`config.mk`:
```
export PLATFORM = sky130hd
export DESIGN_NAME = dallanma_ongorucu
export DESIGN_NICKNAME = d
export VERILOG_FILES = /design/src/rtl/dallanma_ongorucu.sv
export SDC_FILE = /design/constraint.sdc
export NUM_CORES = 2
export LEC_CHECK = 0
export BUFFER_PORTS_ARGS = -buffer_cell sky130_fd_sc_hd__buf_2
export CELL_PAD_IN_SITES_DETAIL_PLACEMENT = 1
export CELL_PAD_IN_SITES_GLOBAL_PLACEMENT = 1
export CORE_MARGIN = 1
export CORE_UTILIZATION = 55
export DETAILED_ROUTE_END_ITERATION = 6
export PLACE_DENSITY = 0.75
export SYNTH_ARGS = -nofsm -noshare
export SYNTH_HDL_FRONTEND = slang
export SYNTH_SLANG_ARGS = --single-unit
```
`constraint.sdc`:
```
create_clock -name clk_i -period 9.74 [get_ports clk_i]
set_input_delay 0 -clock clk_i [delete_from_list [all_inputs] [get_ports clk_i]]
set_output_delay 0 -clock clk_i [all_outputs]
set_load 0.1 [all_outputs]
```
`src/rtl/dallanma_ongorucu.sv`:
```
// Fetch-stage branch predictor: direct-mapped BTB with 2-bit counters; registered prediction 1 cycle after request.
// Fetch stall freezes the prediction outputs and drops new requests; execute-stage training is never stalled.
module dallanma_ongorucu #(
  parameter int PS_BIT    = 32,
  parameter int BTB_SATIR = 64,
  parameter int SAYAC_BIT = 32
) (
  input  logic                 clk_i,
  input  logic                 rst_i,
  input  logic [PS_BIT-1:0]    ongoru_ps_i,
  input  logic                 ongoru_gecerli_i,
  input  logic                 cek_duraklat_i,
  output logic                 ongoru_gecerli_o,
  output logic                 ongoru_atla_o,
  output logic [PS_BIT-1:0]    ongoru_hedef_o,
  input  logic [PS_BIT-1:0]    g2_ps_i,
  input  logic [PS_BIT-1:0]    g2_hedef_ps_i,
  input  logic                 g2_guncelle_i,
  input  logic                 g2_atladi_i,
  input  logic                 g2_hatali_tahmin_i,
  output logic [SAYAC_BIT-1:0] hatali_sayac_o
);

  localparam int IDX_BIT = $clog2(BTB_SATIR);
  localparam int TAG_BIT = PS_BIT - IDX_BIT - 1;

  logic [BTB_SATIR-1:0] gecerli_q;
  logic [TAG_BIT-1:0]   etiket_q [BTB_SATIR];
  logic [PS_BIT-1:0]    hedef_q  [BTB_SATIR];
  logic [1:0]           sayac_q  [BTB_SATIR];

  // ps[0] never participates: instructions are at least 2-byte aligned.
  logic unused_ps0;
  assign unused_ps0 = ongoru_ps_i[0] ^ g2_ps_i[0];

  logic [IDX_BIT-1:0] o_idx;
  logic [TAG_BIT-1:0] o_etiket;
  logic               o_isabet;
  logic               o_atla;

  assign o_idx    = ongoru_ps_i[IDX_BIT:1];
  assign o_etiket = ongoru_ps_i[PS_BIT-1:IDX_BIT+1];
  assign o_isabet = gecerli_q[o_idx] && (etiket_q[o_idx] == o_etiket);
  assign o_atla   = ongoru_gecerli_i && o_isabet && sayac_q[o_idx][1];

  // Reads the arrays before this cycle's training write lands (read-before-write).
  always_ff @(posedge clk_i) begin
    if (rst_i) begin
      ongoru_gecerli_o <= 1'b0;
      ongoru_atla_o    <= 1'b0;
      ongoru_hedef_o   <= '0;
    end else if (!cek_duraklat_i) begin
      ongoru_gecerli_o <= ongoru_gecerli_i;
      ongoru_atla_o    <= o_atla;
      ongoru_hedef_o   <= o_atla ? hedef_q[o_idx] : '0;
    end
  end

  logic [IDX_BIT-1:0] g_idx;
  logic [TAG_BIT-1:0] g_etiket;
  logic               g_isabet;
  logic [1:0]         g_sayac_yeni;

  assign g_idx    = g2_ps_i[IDX_BIT:1];
  assign g_etiket = g2_ps_i[PS_BIT-1:IDX_BIT+1];
  assign g_isabet = gecerli_q[g_idx] && (etiket_q[g_idx] == g_etiket);

  always_comb begin
    g_sayac_yeni = sayac_q[g_idx];
    if (g2_atladi_i) begin
      if (sayac_q[g_idx] != 2'b11) g_sayac_yeni = sayac_q[g_idx] + 2'd1;
    end else begin
      if (sayac_q[g_idx] != 2'b00) g_sayac_yeni = sayac_q[g_idx] - 2'd1;
    end
  end

  // Only the valid bits are reset; tag/target/counter are don't-care until allocated.
  always_ff @(posedge clk_i) begin
    if (rst_i) begin
      gecerli_q <= '0;
    end else if (g2_guncelle_i) begin
      if (g_isabet) begin
        sayac_q[g_idx] <= g_sayac_yeni;
        if (g2_atladi_i) hedef_q[g_idx] <= g2_hedef_ps_i;
      end else if (g2_atladi_i) begin
        gecerli_q[g_idx] <= 1'b1;
        etiket_q[g_idx]  <= g_etiket;
        hedef_q[g_idx]   <= g2_hedef_ps_i;
        sayac_q[g_idx]   <= 2'b10;
      end
    end
  end

  always_ff @(posedge clk_i) begin
    if (rst_i) begin
      hatali_sayac_o <= '0;
    end else if (g2_guncelle_i && g2_hatali_tahmin_i && (hatali_sayac_o != '1)) begin
      hatali_sayac_o <= hatali_sayac_o + 1'b1;
    end
  end

endmodule

```
== After elaboration in Yosys (flattened, before gate mapping) ==
Memories as Yosys holds them, arrays and structs flattened.
Index checks and enable logic that the tools add are counted.
Widths: inputs -> output; s select.

* Memories: 3
* Register bits: 130
* Bits in writable memories: 3,776
* Input bits: 103
* Output and inout port bits: 66
* Word-level logic and storage cells: 56

* Bitwise logic cells: 4
* Mux-type cells: 25
* Order comparisons: 3
* Add/sub/neg operators: 3
* Reductions and logical operators: 9
* Equality and inequality tests: 4

{| class="wikitable"
|+ Memory list
! memory !! depth !! bits a word !! read ports !! clocked after Yosys merged registers in !! wr ports !! line !! source
|-
| hedef_q || 64 || 32 || 1 || 0 || 1 || 29 || <nowiki>logic [PS_BIT-1:0] hedef_q [BTB_SATIR];</nowiki>
|-
| etiket_q || 64 || 25 || 2 || 0 || 1 || 28 || <nowiki>logic [TAG_BIT-1:0] etiket_q [BTB_SATIR];</nowiki>
|-
| sayac_q || 64 || 2 || 2 || 0 || 1 || 30 || <nowiki>logic [1:0] sayac_q [BTB_SATIR];</nowiki>
|}

{| class="wikitable"
|+ Operators by type and width
! cell !! count
|-
| $mux 32 || 2
|-
| $or 64x64->64 || 1
|-
| $eq 25x25->1 || 2
|-
| $add 32x1->32 const B || 1
|-
| $ne 32x32->1 const B || 1
|-
| $mux 1 || 16
|-
| $lt 6x7->1 const B || 2
|-
| $bmux 1 s6 || 2
|-
| $mux 2 || 4
|-
| $logic_and 1x1->1 || 7
|-
| $demux 1 s6 || 1
|-
| $ge 6x1->1 const B || 1
|-
| $reduce_and 3->1 || 1
|-
| $add 2x1->2 const B || 1
|-
| $ne 2x2->1 const B || 1
|-
| $or 1x1->1 || 2
|-
| $reduce_bool 2->1 || 1
|-
| $sub 2x1->2 const B || 1
|-
| $not 1->1 || 1
|}

== Longest topological paths before layout ==
* Depth after elaboration: 8
* Gate-level depth with buffers: 20

== Worst setup path before layout ==
No wires, ideal clock.

* Path kind: input-to-reg
* Start: input port g2_ps_i[3]
* End: memory sayac_q[0][1], data pin
* Cell stages on the path: 16
* Required time: 9.200 ns
* Library setup time: 0.540 ns
* Setup slack: 4.378 ns
* Data arrival time: 4.822 ns
* Buffers on the path: 8
* Path through: buf_6 buf_6 buf_2 buf_2 buf_1 buf_1 mux4_2 mux2i_1 o22ai_1 or4_1 xnor2_1 nand4b_1 nor4_4 buf_4 buf_2 o2bb2ai_1

* Cells in the longest elaborated chain, start to end: 8

{| class="wikitable"
|+ RTL lines
! item !! line !! source
|-
| start, declared || 16 || <nowiki>input logic [PS_BIT-1:0] g2_ps_i,</nowiki>
|-
| $mem_v2 64x25 / $bmux 1 s6 (equally long branches) || -- ||
|-
| $eq 25x25->1 / $mux 1 (equally long branches) || 66 || <nowiki>assign g_isabet = gecerli_q[g_idx] && (etiket_q[g_idx] == g_etiket);</nowiki>
|-
| $logic_and 1x1->1 || 66 ||
|-
| $mux 1 || 82 || <nowiki>if (g_isabet) begin</nowiki>
|-
| $mux 1 || 81 || <nowiki>end else if (g2_guncelle_i) begin</nowiki>
|-
| $mux 1 || 79 || <nowiki>if (rst_i) begin</nowiki>
|-
| $mux 1 (not written as such) || 89 || <nowiki>sayac_q[g_idx] <= 2'b10;</nowiki>
|-
| $mux 2 (no line) (*) || -- ||
|-
| end, declared || 30 ||
|}

Mark *: on every way between the ends. The rest lies on a longest branch, timed or not. The select of a mux whose other input is x is not followed.

==> results_dict.tcl <==
set metrics [dict create \
    fp-row-count 200 \
    grt_pass1_wl_um 762000 \
    cts_resized 0 \
    cp_max_fo 26 \
    synth.avg_cell_area_sq_um 20.3 \
    pwr-share-seq 0.507 \
    first_global_vias 97416 \
    antenna_found_initial 39 \
    cp.required_ps 10300 \
    r2r_slack_ps 3240 \
    dp_hpwl_um 297000 \
    maxCapViolations 0 \
    yosysWarnings 0 \
    wl_um 551000 \
    clockRootBuffer "clkbuf_16" \
    power_density_nw_per_um2 197 \
    ir_drop_mv 0.236 \
    cts.clk_slew.worst_paths_ps 60 \
    area_growth_pct 12.5 \
    holdCritPathClass "in2reg" \
    routabilityCongestion 0.898 \
    start_util 0.553 \
    hold_buffers 69 \
    ys_seq_elements 3906 \
    syn-cell-area_sq_um 164000 \
    async_flop_share 0 \
    hold_viol_final 0 \
    end_kind "register" \
    final_cell_mix "edfxtp_1, mux4_2, clkbuf_16" \
    cts.sinks 3906 \
    cp.arrival_ps 7060 \
    wl_per_cell_um 43.3 \
    clk_latency_ps 990 \
    grt_max_degree 154 \
    fin_skew_ps 65.9 \
    synth_cells 8080 \
    drtAntennaViolNets 0 \
    p_sw_frac 0.225 \
    die_x_um 548 \
    intPower_mw 28.3 \
    cts_tree "done" \
    outcome "completed" \
    synthFlopType "edfxtp_1" \
    seq_area_frac_synth 0.706 \
    setup_viol 0 \
    first_iter_violations 14598 \
    pwr-share-comb 0.066 \
    clockBufferDepth 4 \
    tns_ps 0 \
    die_h_um 548 \
    fin_nets 8523 \
    finalMaxSlewViolations 0 \
    p_leak_nw 57.8 \
    p_clk_frac 0.427 \
    tightestPinTransition_ps 1390 \
    pre_cts_slack_ps 2880 \
    place_area_sq_um 171000 \
    synth_edf_count 3776 \
    syn_nets 8184 \
    rsz0062_at_grt "no" \
    grt_usage 0.367 \
    startpoint_type "register" \
    fmax_mhz 154 \
    period_needed_ps 6500 \
    drive_gt1_frac 0.313 \
    viasPerCell 7.44 \
    design_area_sq_um 185000 \
    h-tree-depth 5 \
    slew_headroom 0.0705 \
    fillers 24251 \
    power.switching_mw 8.19 \
    layout_commonest_cell "edfxtp_1" \
    overflow 0 \
    period_share 0.667 \
    port_buffers 166 \
    post-route-util 0.622 \
    critical_path_class "reg2reg" \
    dieArea_sq_um 301000 \
    route.detailed.drc 0 \
    boundaryPins 169 \
    fin_ws_ps 3240 \
    core_area_sq_um 297000 \
    first_pass_iters 6 \
    cts_buffers 395 \
    via_count 94602 \
    cts_setup_buffers 0 \
    ys_types 80 \
]
cell type report:
| cell class | count | area (sq um) | area share |
|---|---|---|---|
| Clock buffer | 482 | 10600 | 0.0571 |
| Sequential cell | 3906 | 116000 | 0.628 |
| Inverter | 73 | 289 | 0.00156 |
| Multi-Input combinational cell | 3493 | 46100 | 0.250 |
| Antenna cell | 26 | 65.1 | 0.000352 |
| Clock inverter | 249 | 2590 | 0.0140 |
| Timing Repair Buffer | 550 | 4270 | 0.0231 |
| Tap cell | 3939 | 4930 | 0.0267 |
worst max-delay path, stage by stage (launching register included):
cell and delay (ps):
edfxtp_1 400, mux4_2 460, mux2i_1 380, o22ai_1 250, a211oi_1 350, nand4_1 180
xor2_1 190, buf_4 240, a311oi_1 1040, or4b_1 570, nor4_4 1030, buf_4 400
nor3_2 70, buf_4 390
through the flow:
stage / std cells / power, mW / hold WS, ps
after floorplan: 8080 / 20.2 / 98.9
after global placement: 11892 / 21.1 / 252
after detailed placement: 11892 / 21.2 / 257
after CTS: 12692 / 36.5 / 70.2
after global routing: 12702 / 37.1 / 107
final: 12718 / 36.4 / 120
power groups by stage:
| stage | registers, mW | clock network [mW] | logic, mW |
|---|---|---|---|
| finish | 18.5 | 15.6 | 2.41 |
| global route | 18.5 | 16.1 | 2.47 |
| CTS | 18.5 | 15.6 | 2.36 |
| detailed placement | 18.8 | 0 | 2.32 |
| global placement | 18.8 | 0 | 2.25 |
| floorplan | 18.8 | 0 | 1.32 |
registers in the layout, indices dropped and copies added (netlist names):
register / flops
ongoru_atla_o: 1
gecerli_q: 64
hatali_sayac_o: 32
hedef_q: 2048
sayac_q: 128
etiket_q: 1600
ongoru_gecerli_o: 1
ongoru_hedef_o: 32
layer usage:
| layer | up-vias | share of wire | GRT usage |
|---|---|---|---|
| li1 | 35308 | - | - |
| met1 | 50140 | 0.34 | 0.458 |
| met2 | 7127 | 0.48 | 0.589 |
| met3 | 1995 | 0.11 | 0.0838 |
| met4 | 32 | 0.073 | 0.225 |
| met5 | - | 0.00037 | 0 |
Yosys cell counts, types with 30 or more instances:
| library cell | n | area share |
|---|---|---|
| xor2_1 | 37 | 0.0020 |
| a22o_1 | 93 | 0.0050 |
| dfxtp_1 | 130 | 0.016 |
| a221o_1 | 71 | 0.0043 |
| nand3_1 | 57 | 0.0017 |
| a221oi_1 | 118 | 0.0063 |
| edfxtp_1 | 3776 | 0.69 |
| buf_1 | 98 | 0.0022 |
| nor3_1 | 82 | 0.0025 |
| o22ai_1 | 83 | 0.0032 |
| inv_1 | 70 | 0.0016 |
| buf_2 | 205 | 0.0062 |
| mux2_2 | 140 | 0.0096 |
| xnor2_1 | 37 | 0.0020 |
| o21ai_0 | 98 | 0.0030 |
| mux4_2 | 1272 | 0.17 |
| mux2i_1 | 297 | 0.018 |
| a22oi_1 | 146 | 0.0067 |
| buf_4 | 30 | 0.0014 |
| clkbuf_1 | 253 | 0.0058 |
| nor3_2 | 60 | 0.0037 |
| nand4_1 | 35 | 0.0013 |
| a21oi_1 | 88 | 0.0027 |
| nand2_1 | 193 | 0.0044 |
| o211ai_1 | 41 | 0.0019 |
| nor2_1 | 173 | 0.0040 |
| o32ai_1 | 65 | 0.0035 |
cells by family after synthesis:
family | count (synthesis) | synth area share
compound gates | 947 | 0.0437
simple gates | 748 | 0.0240
flops | 3906 | 0.706
buf+inv | 681 | 0.0188
fa+ha+maj | 2 | 0.000137
mux | 1722 | 0.203
xor+xnor | 74 | 0.00395
final timing paths:
| kind | startpoint | endpoint | depth (start not counted) |
|---|---|---|---|
| worst min-delay path | ongoru_ps_i[22] | ongoru_atla_o | 6 |
| worst max-delay path | etiket_q[41][14] | etiket_q[59][9] | 13 |
| worst min register to register | ongoru_atla_o | ongoru_atla_o | 1 |
| worst max register to register | etiket_q[41][14] | etiket_q[59][9] | 13 |
Power figures use the tool's default switching activity.
